File: src/rtl/control_muestreo.sv
// rtl/control_muestreo.sv - sample-rate scheduler for the ADC -> filter bank -> DAC chain
module control_muestreo #(
  parameter int DIV_MUESTREO = 2272,
  parameter int LAT_FILTRO   = 8,
  parameter int TIMEOUT_ADC  = 1024,
  parameter int CW           = 16
) (
  input  logic          clock_In,
  input  logic          Reset,
  input  logic          run,
  input  logic [1:0]    Filtro,
  input  logic          adc_done,
  input  logic          dac_busy,
  input  logic          clr_flags,
  output logic          adc_start,
  output logic          filt_load,
  output logic          dac_start,
  output logic [1:0]    sel_filtro,
  output logic          overrun,
  output logic          adc_timeout,
  output logic [CW-1:0] sample_count,
  output logic [CW-1:0] drop_count,
  output logic          busy
);

  localparam int TW = $clog2(DIV_MUESTREO);
  localparam int AW = $clog2(TIMEOUT_ADC);
  localparam int LW = $clog2(LAT_FILTRO + 1);

  typedef enum logic [2:0] {
    IDLE, WAIT_TICK, ADC_START, ADC_WAIT, FILT_LOAD, FILT_WAIT, DAC_WAIT, DAC_START
  } state_t;

  state_t        state, next_state;
  logic [TW-1:0] tick_cnt;
  logic [AW-1:0] to_cnt;
  logic [LW-1:0] lat_cnt;
  logic          tick, to_expired, lat_done, in_flight, drop, timeout_set;

  assign tick       = (state != IDLE) && (tick_cnt == TW'(DIV_MUESTREO - 1));
  assign to_expired = (to_cnt == AW'(TIMEOUT_ADC - 1));
  assign lat_done   = (lat_cnt == LW'(LAT_FILTRO - 1));
  assign in_flight  = (state != IDLE) && (state != WAIT_TICK);
  // A tick landing on a sample still in flight is discarded, never queued.
  assign drop       = tick && in_flight;

  always_ff @(posedge clock_In) begin
    if (Reset) begin
      state <= IDLE;
    end else begin
      state <= next_state;
    end
  end

  always_comb begin
    next_state  = state;
    timeout_set = 1'b0;
    unique case (state)
      IDLE:      if (run) next_state = WAIT_TICK;
      WAIT_TICK: begin
        if (!run)      next_state = IDLE;
        else if (tick) next_state = ADC_START;
      end
      ADC_START: next_state = ADC_WAIT;
      ADC_WAIT: begin
        if (adc_done) begin
          next_state = FILT_LOAD;
        end else if (to_expired) begin
          next_state  = WAIT_TICK;
          timeout_set = 1'b1;
        end
      end
      FILT_LOAD: next_state = FILT_WAIT;
      FILT_WAIT: if (lat_done) next_state = DAC_WAIT;
      DAC_WAIT:  if (!dac_busy) next_state = DAC_START;
      DAC_START: next_state = run ? WAIT_TICK : IDLE;
      default:   next_state = IDLE;
    endcase
  end

  // Sample-period divider; held at zero in IDLE so the first tick comes a full period after run.
  always_ff @(posedge clock_In) begin
    if (Reset || state == IDLE || tick) begin
      tick_cnt <= '0;
    end else begin
      tick_cnt <= tick_cnt + TW'(1);
    end
  end

  always_ff @(posedge clock_In) begin
    if (Reset || state == ADC_START) begin
      to_cnt <= '0;
    end else if (state == ADC_WAIT) begin
      to_cnt <= to_cnt + AW'(1);
    end
  end

  always_ff @(posedge clock_In) begin
    if (Reset || state == FILT_LOAD) begin
      lat_cnt <= '0;
    end else if (state == FILT_WAIT) begin
      lat_cnt <= lat_cnt + LW'(1);
    end
  end

  // Outputs are decoded from next_state so each strobe is a flop aligned with its state.
  always_ff @(posedge clock_In) begin
    if (Reset) begin
      adc_start    <= 1'b0;
      filt_load    <= 1'b0;
      dac_start    <= 1'b0;
      busy         <= 1'b0;
      sel_filtro   <= 2'b00;
      overrun      <= 1'b0;
      adc_timeout  <= 1'b0;
      sample_count <= '0;
      drop_count   <= '0;
    end else begin
      adc_start <= (next_state == ADC_START);
      filt_load <= (next_state == FILT_LOAD);
      dac_start <= (next_state == DAC_START);
      busy      <= (next_state != IDLE) && (next_state != WAIT_TICK);
      if (state == FILT_LOAD) sel_filtro <= Filtro;
      if (next_state == DAC_START) sample_count <= sample_count + CW'(1);
      if (drop) drop_count <= drop_count + CW'(1);
      if (drop)           overrun <= 1'b1;
      else if (clr_flags) overrun <= 1'b0;
      if (timeout_set)    adc_timeout <= 1'b1;
      else if (clr_flags) adc_timeout <= 1'b0;
    end
  end

endmodule
File: config.mk
export PLATFORM = sky130hd
export DESIGN_NAME = control_muestreo
export DESIGN_NICKNAME = d
export VERILOG_FILES = /design/src/rtl/control_muestreo.sv
export SDC_FILE = /design/constraint.sdc
export NUM_CORES = 1
export LEC_CHECK = 0
export ABC_AREA = 1
export CORE_MARGIN = 1.5
export CORE_UTILIZATION = 45
export CTS_BUF_LIST = sky130_fd_sc_hd__clkbuf_2 sky130_fd_sc_hd__clkbuf_4 sky130_fd_sc_hd__clkbuf_8
export CTS_CLUSTER_DIAMETER = 30
export DETAILED_ROUTE_END_ITERATION = 10
export GPL_TIMING_DRIVEN = 0
export PLACE_DENSITY = 0.76
export SETUP_SLACK_MARGIN = 0.3
export SYNTH_ARGS = -nofsm -noshare
export SYNTH_HDL_FRONTEND = slang
export SYNTH_SLANG_ARGS = --single-unit
File: constraint.sdc
create_clock -name clock_In -period 1.5 [get_ports clock_In]
set_input_delay 0.225 -clock clock_In [delete_from_list [all_inputs] [get_ports clock_In]]
set_output_delay 0.225 -clock clock_In [all_outputs]
set_load 0.01 [all_outputs]
## Yosys cells after proc, flatten, opt, wreduce, memory -nomap -nowiden

Index checks and enable logic that the tools add are counted.
W data, S select, Z words.

| word-level totals | value |
|---|---|
| register bits | 69 |
| bits of input ports | 8 |
| output and inout bits | 40 |
| logic and storage cells | 61 |

| operators by class | value |
|---|---|
| add/subtract/negate cells | 5 |
| equality and inequality tests | 15 |
| multiplexer cells | 15 |
| reductions and logical operators | 13 |

Operators by type and width:

| cell | number |
|---|---|
| $add A16 B1 Y16 const B | 2 |
| $pmux W3 S8 | 1 |
| $mux W3 | 7 |
| $eq A3 B3 Y1 const B | 6 |
| $add A12 B1 Y12 const B | 1 |
| $eq A12 B12 Y1 const B | 1 |
| $add A10 B1 Y10 const B | 1 |
| $eq A10 B10 Y1 const B | 1 |
| $eq A3 B2 Y1 const B | 3 |
| $mux W1 | 7 |
| $ne A3 B1 Y1 const B | 2 |
| $reduce_bool A3 Y1 | 2 |
| $add A4 B1 Y4 const B | 1 |
| $eq A4 B3 Y1 const B | 1 |
| $logic_and A1 B1 Y1 | 4 |
| $logic_or A1 B1 Y1 | 4 |
| $reduce_bool A2 Y1 | 2 |
| $eq A3 B1 Y1 const B | 1 |
| $logic_not A3 Y1 | 1 |

## Longest topological paths before layout

| logic depth | value |
|---|---|
| word-level depth | 7 |
| mapped depth | 10 |
| mapped depth without buffers | 10 |

## Least setup slack after synthesis

OpenSTA, ideal clock, no wires.

| timing path | value |
|---|---|
| kind | register -> register |
| from | register drop_count[0] |
| to | register drop_count[8] |
| setup time | 0.070 ns |
| arrival | 1.347 ns |
| setup slack | 0.083 ns |
| cell stages (with the launch flop) | 8 |
| buffers on the path | 0 |
| clock period less this slack | 1.417 ns |
| path through | dfxtp_1 -> ha_1 -> nand2_1 -> nor2_1 -> and2_1 -> xor2_1 -> nand2_1 -> a21oi_1 |

| between the ends | value |
|---|---|
| cells in the longest elaborated chain, start to end | 1 |

RTL lines:

| item | line | text |
|---|---|---|
| start: declaration | 22 | `output logic [CW-1:0] drop_count,` |
| start signal: assignment | 125 | `if (drop) drop_count <= drop_count + CW'(1);` |
| $add A16 B1 Y16 | 125 |  |

No other way between the ends.
A chain may end at the register's enable or synchronous reset.

## Final worst setup path

| timing path | value |
|---|---|
| from | register tick_cnt[9] |
| to | register state[0] |

| between the ends | value |
|---|---|
| cells in the longest elaborated chain, start to end | 5 |

RTL lines:

| item | line | text |
|---|---|---|
| start: declaration | 35 | `logic [TW-1:0] tick_cnt;` |
| start signal: assignment | 86 | `tick_cnt <= tick_cnt + TW'(1);` |
| $eq A12 B12 Y1 | 40 | `assign tick = (state != IDLE) && (tick_cnt == TW'(DIV_MUESTREO - 1));` |
| $logic_and A1 B1 Y1 | 40 |  |
| $mux W3 | 62 | `else if (tick) next_state = ADC_START;` |
| $mux W3 | 61 | `if (!run) next_state = IDLE;` |
| $pmux W3 S8 | 58 | `unique case (state)` |
| end signal: assignment | 51 | `state <= next_state;` |
| end: declaration | 34 | `state_t state, next_state;` |

No other way between the ends.

==> summary.md <==
| Metric | Value |
|---|---|
| Synth Warn # | `0` |
| Hold crit path type | `input pin to flip-flop` |
| Leak pwr | `about 2.3 nW` |
| Tmin final | `1700 ps` |
| Netlist cell types | `34` |
| Clock Path Buffers | `2` |
| Synth area leaders | `dfxtp_1, nand2_1, nor2_1, inv_1, a21oi_1` |
| Top-count cell post-synth | `nand2_1` |
| CP endpoint kind | `flip-flop` |
| Number of nets in the layout | `around 670` |
| Antenna violations before repair | `0` |
| # setup viols final | `24` |
| Drc violations | `0` |
| Syn_nets | `527` |
| WL/cell | `19.5 um` |
| Most frequent CP cell | `nand2_1` |
| Final hold vios | `0` |
| EDFF count, synth | `0` |
| N_diodes | `0` |
| Startpoint types | `flip-flop` |
| Critical-path maximum fanout | `4` |
| WS Path Type | `flip-flop to flip-flop` |
| ANT nets after route | `0` |
| Max-Cap Viols | `0` |
| Post-synthesis sequential area ratio | `40.0%` |
| CP delay by family, top | `simple AND/OR/NAND/NOR gates` |
| Hold Buf Count CTS | `0` |
| Outcome | `finished with violations` |
| Layout cells sized above 1 | `54.9%` |
| Synth-to-Final Area Change | `72.7%` |
| IO Count | `48` |
| Worst Path Arrival | `1960 ps` |
| Synth Register Bits | `69` |
| Die W | `90.6 um` |
| Top-area cell type share of the netlist area | `40.0%` |
| Global-route wire length before repair | `16,500 um` |
| Final period util | `113%` |
| Layout Cells excl Fill | `758` |
| TritonCTS clock tree | `done` |
| DP HPWL | `5920 um` |
| 1st-pass router iterations | `5` |
| Die height | `between 90 and 100 um` |
| Cell area after placement | `4140 um2` |
| Worst-path cell chain | `inv_2 -> nand2_1 -> nor2_4 -> buf_4 -> nand3_4 -> a21oi_2 -> nand3_1 -> nand2_1 -> inv_1` |
| Share of total power in sequential cells | `47.3%` |
| Die ar. | `8210 um2` |
| Core Box Area | `roughly 7300 um2` |
| Violated checks | `setup timing` |
| Worst VDD drop | `0.000925 V` |
| Commonest cells post-synth | `nand2_1, nor2_1, dfxtp_1, inv_1, a21oi_1` |
| Total grt overflow | `0` |
| Post-Route Setup TNS | `-1970 ps` |
| Finished layout cell area | `slightly below 6000 um2` |
| Vias | `approximately 4,400` |
| Max_slew headroom | `a little over two fifths` |
| Setup ws final | `-198 ps` |
| Max stage delay on crit path | `350 ps` |
| Worst-path clk slew | `80 ps` |
| Initial core utilization | `47.1%` |
| Final Max Tran Viols | `0` |
| Post-Synthesis Cells | `514` |
| Worst skew pair latency | `370 ps` |
| GRT Max-Usage Layer | `met2` |
| Synth Flop Type | `dfxtp_1` |
| Pwr Density | `636 nW/um2` |
| Total Power | `3.79 mW` |
| Psw | `0.925 mW` |
| Rows | `31` |
| Placed cells | `659` |
| Vias in the first global route | `3,765` |
| CTS Buf Count | `9` |
| Pre-CTS setup slack | `-73.8 ps` |
| Asr flop ratio synth | `0%` |
| Crit path buffers/inverters | `3` |
| GR met2 Demand/Resource | `43.2%` |
| First-iteration detailed-routing DRC count | `roughly 370` |
| Final core utilization | `81.3%` |
| Clk pwr share | `48.0%` |
| Mapped cell area | `3450 um2` |
| RSZ-0062 raised after global routing | `yes` |
| Top cell type by total area after synthesis | `dfxtp_1` |
| Root Driver | `clkbuf_8` |
| H-tree depth | `3` |
| Crit path max-delay cell type | `dfxtp_2` |
| GRT Util Overall | `between 20 and 25%` |
| Final GP Congestion | `0.874` |
| GR Layer Usage met1 | `27.5%` |
| Fmax | `approximately 590 MHz` |
| Critical Path RT | `1760 ps` |
| Grt met3 use | `5.13%` |
| Hold Slack | `341 ps` |
| CTS sink cnt | `a little under 70` |
| Worst-Margin Slew | `845 ps` |
| Cell Int Power | `between 2 and 3 mW` |
| Via/cell ratio | `5.81` |
| Gate power share | `4.7%` |
| Port bufs | `46` |
| DRT Wirelength | `14,800 um` |
| Mapped Avg Cell Area | `6.72 um2` |
| Sw Ratio | `24.4%` |
| Largest net degree at the start of global routing | `13` |
| Clk_skew | `10.1 ps` |
routing by layer:
layer / share of wire [%] / vias up / wire [um]
li1: - / 1946 / -
met1: 35 / 2082 / 5200
met2: 50 / 289 / 7410
met3: 8.1 / 90 / 1200
met4: 6.5 / 0 / 966
met5: 0 / - / 0
timing repair:
item                       4_1_cts  5_1_grt
gates resized for setup        226      231
pin swaps                       47       66
cloned                           3        0
setup endpoints to repair       99       98
buffers inserted                38       42
area by class of cell:
type                       instances  area (um2)
timing repair buffer             129        1160
multi-input combinational        366        2610
tap                               99         124
sequential                        69        1500
clock buffer                      12         153
clock inverter                     4        72.6
buffer                             8        55.1
fill                             358        1370
inverter                          71         293
cell families after synthesis:
group | after synthesis | synth area share (%)
xor+xnor | 9 | 2.28
compound gates | 66 | 10.0
buf+inv | 79 | 8.84
simple gates | 286 | 37.0
flops | 69 | 40.0
fa+ha+maj | 5 | 1.81
power by group through the flow:
stage	Sequential, mW	Clock (mW)	Combinational (mW)
floorplan	1.88	0	0.0529
global placement	1.88	0	0.0886
detailed placement	1.88	0	0.0911
CTS	1.82	1.75	0.117
global route	1.80	1.86	0.183
finish	1.80	1.82	0.177
sequential cells by signal, summed over array words and instances (netlist names):
register	cells
to_cnt	10
sample_count	16
filt_load	1
state	3
sel_filtro	2
tick_cnt	12
adc_start	1
drop_count	16
adc_timeout	1
overrun	1
busy	1
dac_start	1
lat_cnt	4
worst reg2reg max path, cell delays in order, from the launching register on:
cell and delay, ps:
dfxtp_2 350, inv_2 80, nand2_1 120, nor2_4 180, buf_4 160, nand3_4 130, a21oi_2 230, nand3_1 170
nand2_1 120, inv_1 50
cells in the final DEF (no fill, tap or decap), types with 4 or more instances in the layout:
cell type,instances
nand2_1,83
buf_6,52
inv_1,48
nor2_1,42
buf_4,39
nand2_2,31
nor2_4,25
dfxtp_4,25
dfxtp_1,24
a21oi_2,20
dfxtp_2,20
nand3_1,18
a21oi_1,18
inv_2,15
nor2_2,14
nand4_1,13
buf_2,12
o21ai_2,11
nand3_2,11
clkbuf_2,10
clkbuf_8,10
clkdlybuf4s15_2,8
nand3_4,7
nand2_4,7
xor2_1,7
inv_4,6
clkdlybuf4s50_1,6
nor3b_2,5
nor3_4,5
nor3_1,5
dlygate4sd2_1,5
nand2_8,4
o21ai_0,4
nor3_2,4
o21ai_1,4
ha_4,4
worst paths after layout:
check              start               end  slack (ps)  cells after the start
min                Reset  sample_count[14]         340                      2
min reg2reg    to_cnt[9]         to_cnt[9]         490                      2
max          tick_cnt[9]          state[0]        -200                      9
max reg2reg  tick_cnt[9]          state[0]        -200                      9
Power figures use the tool's default switching activity.
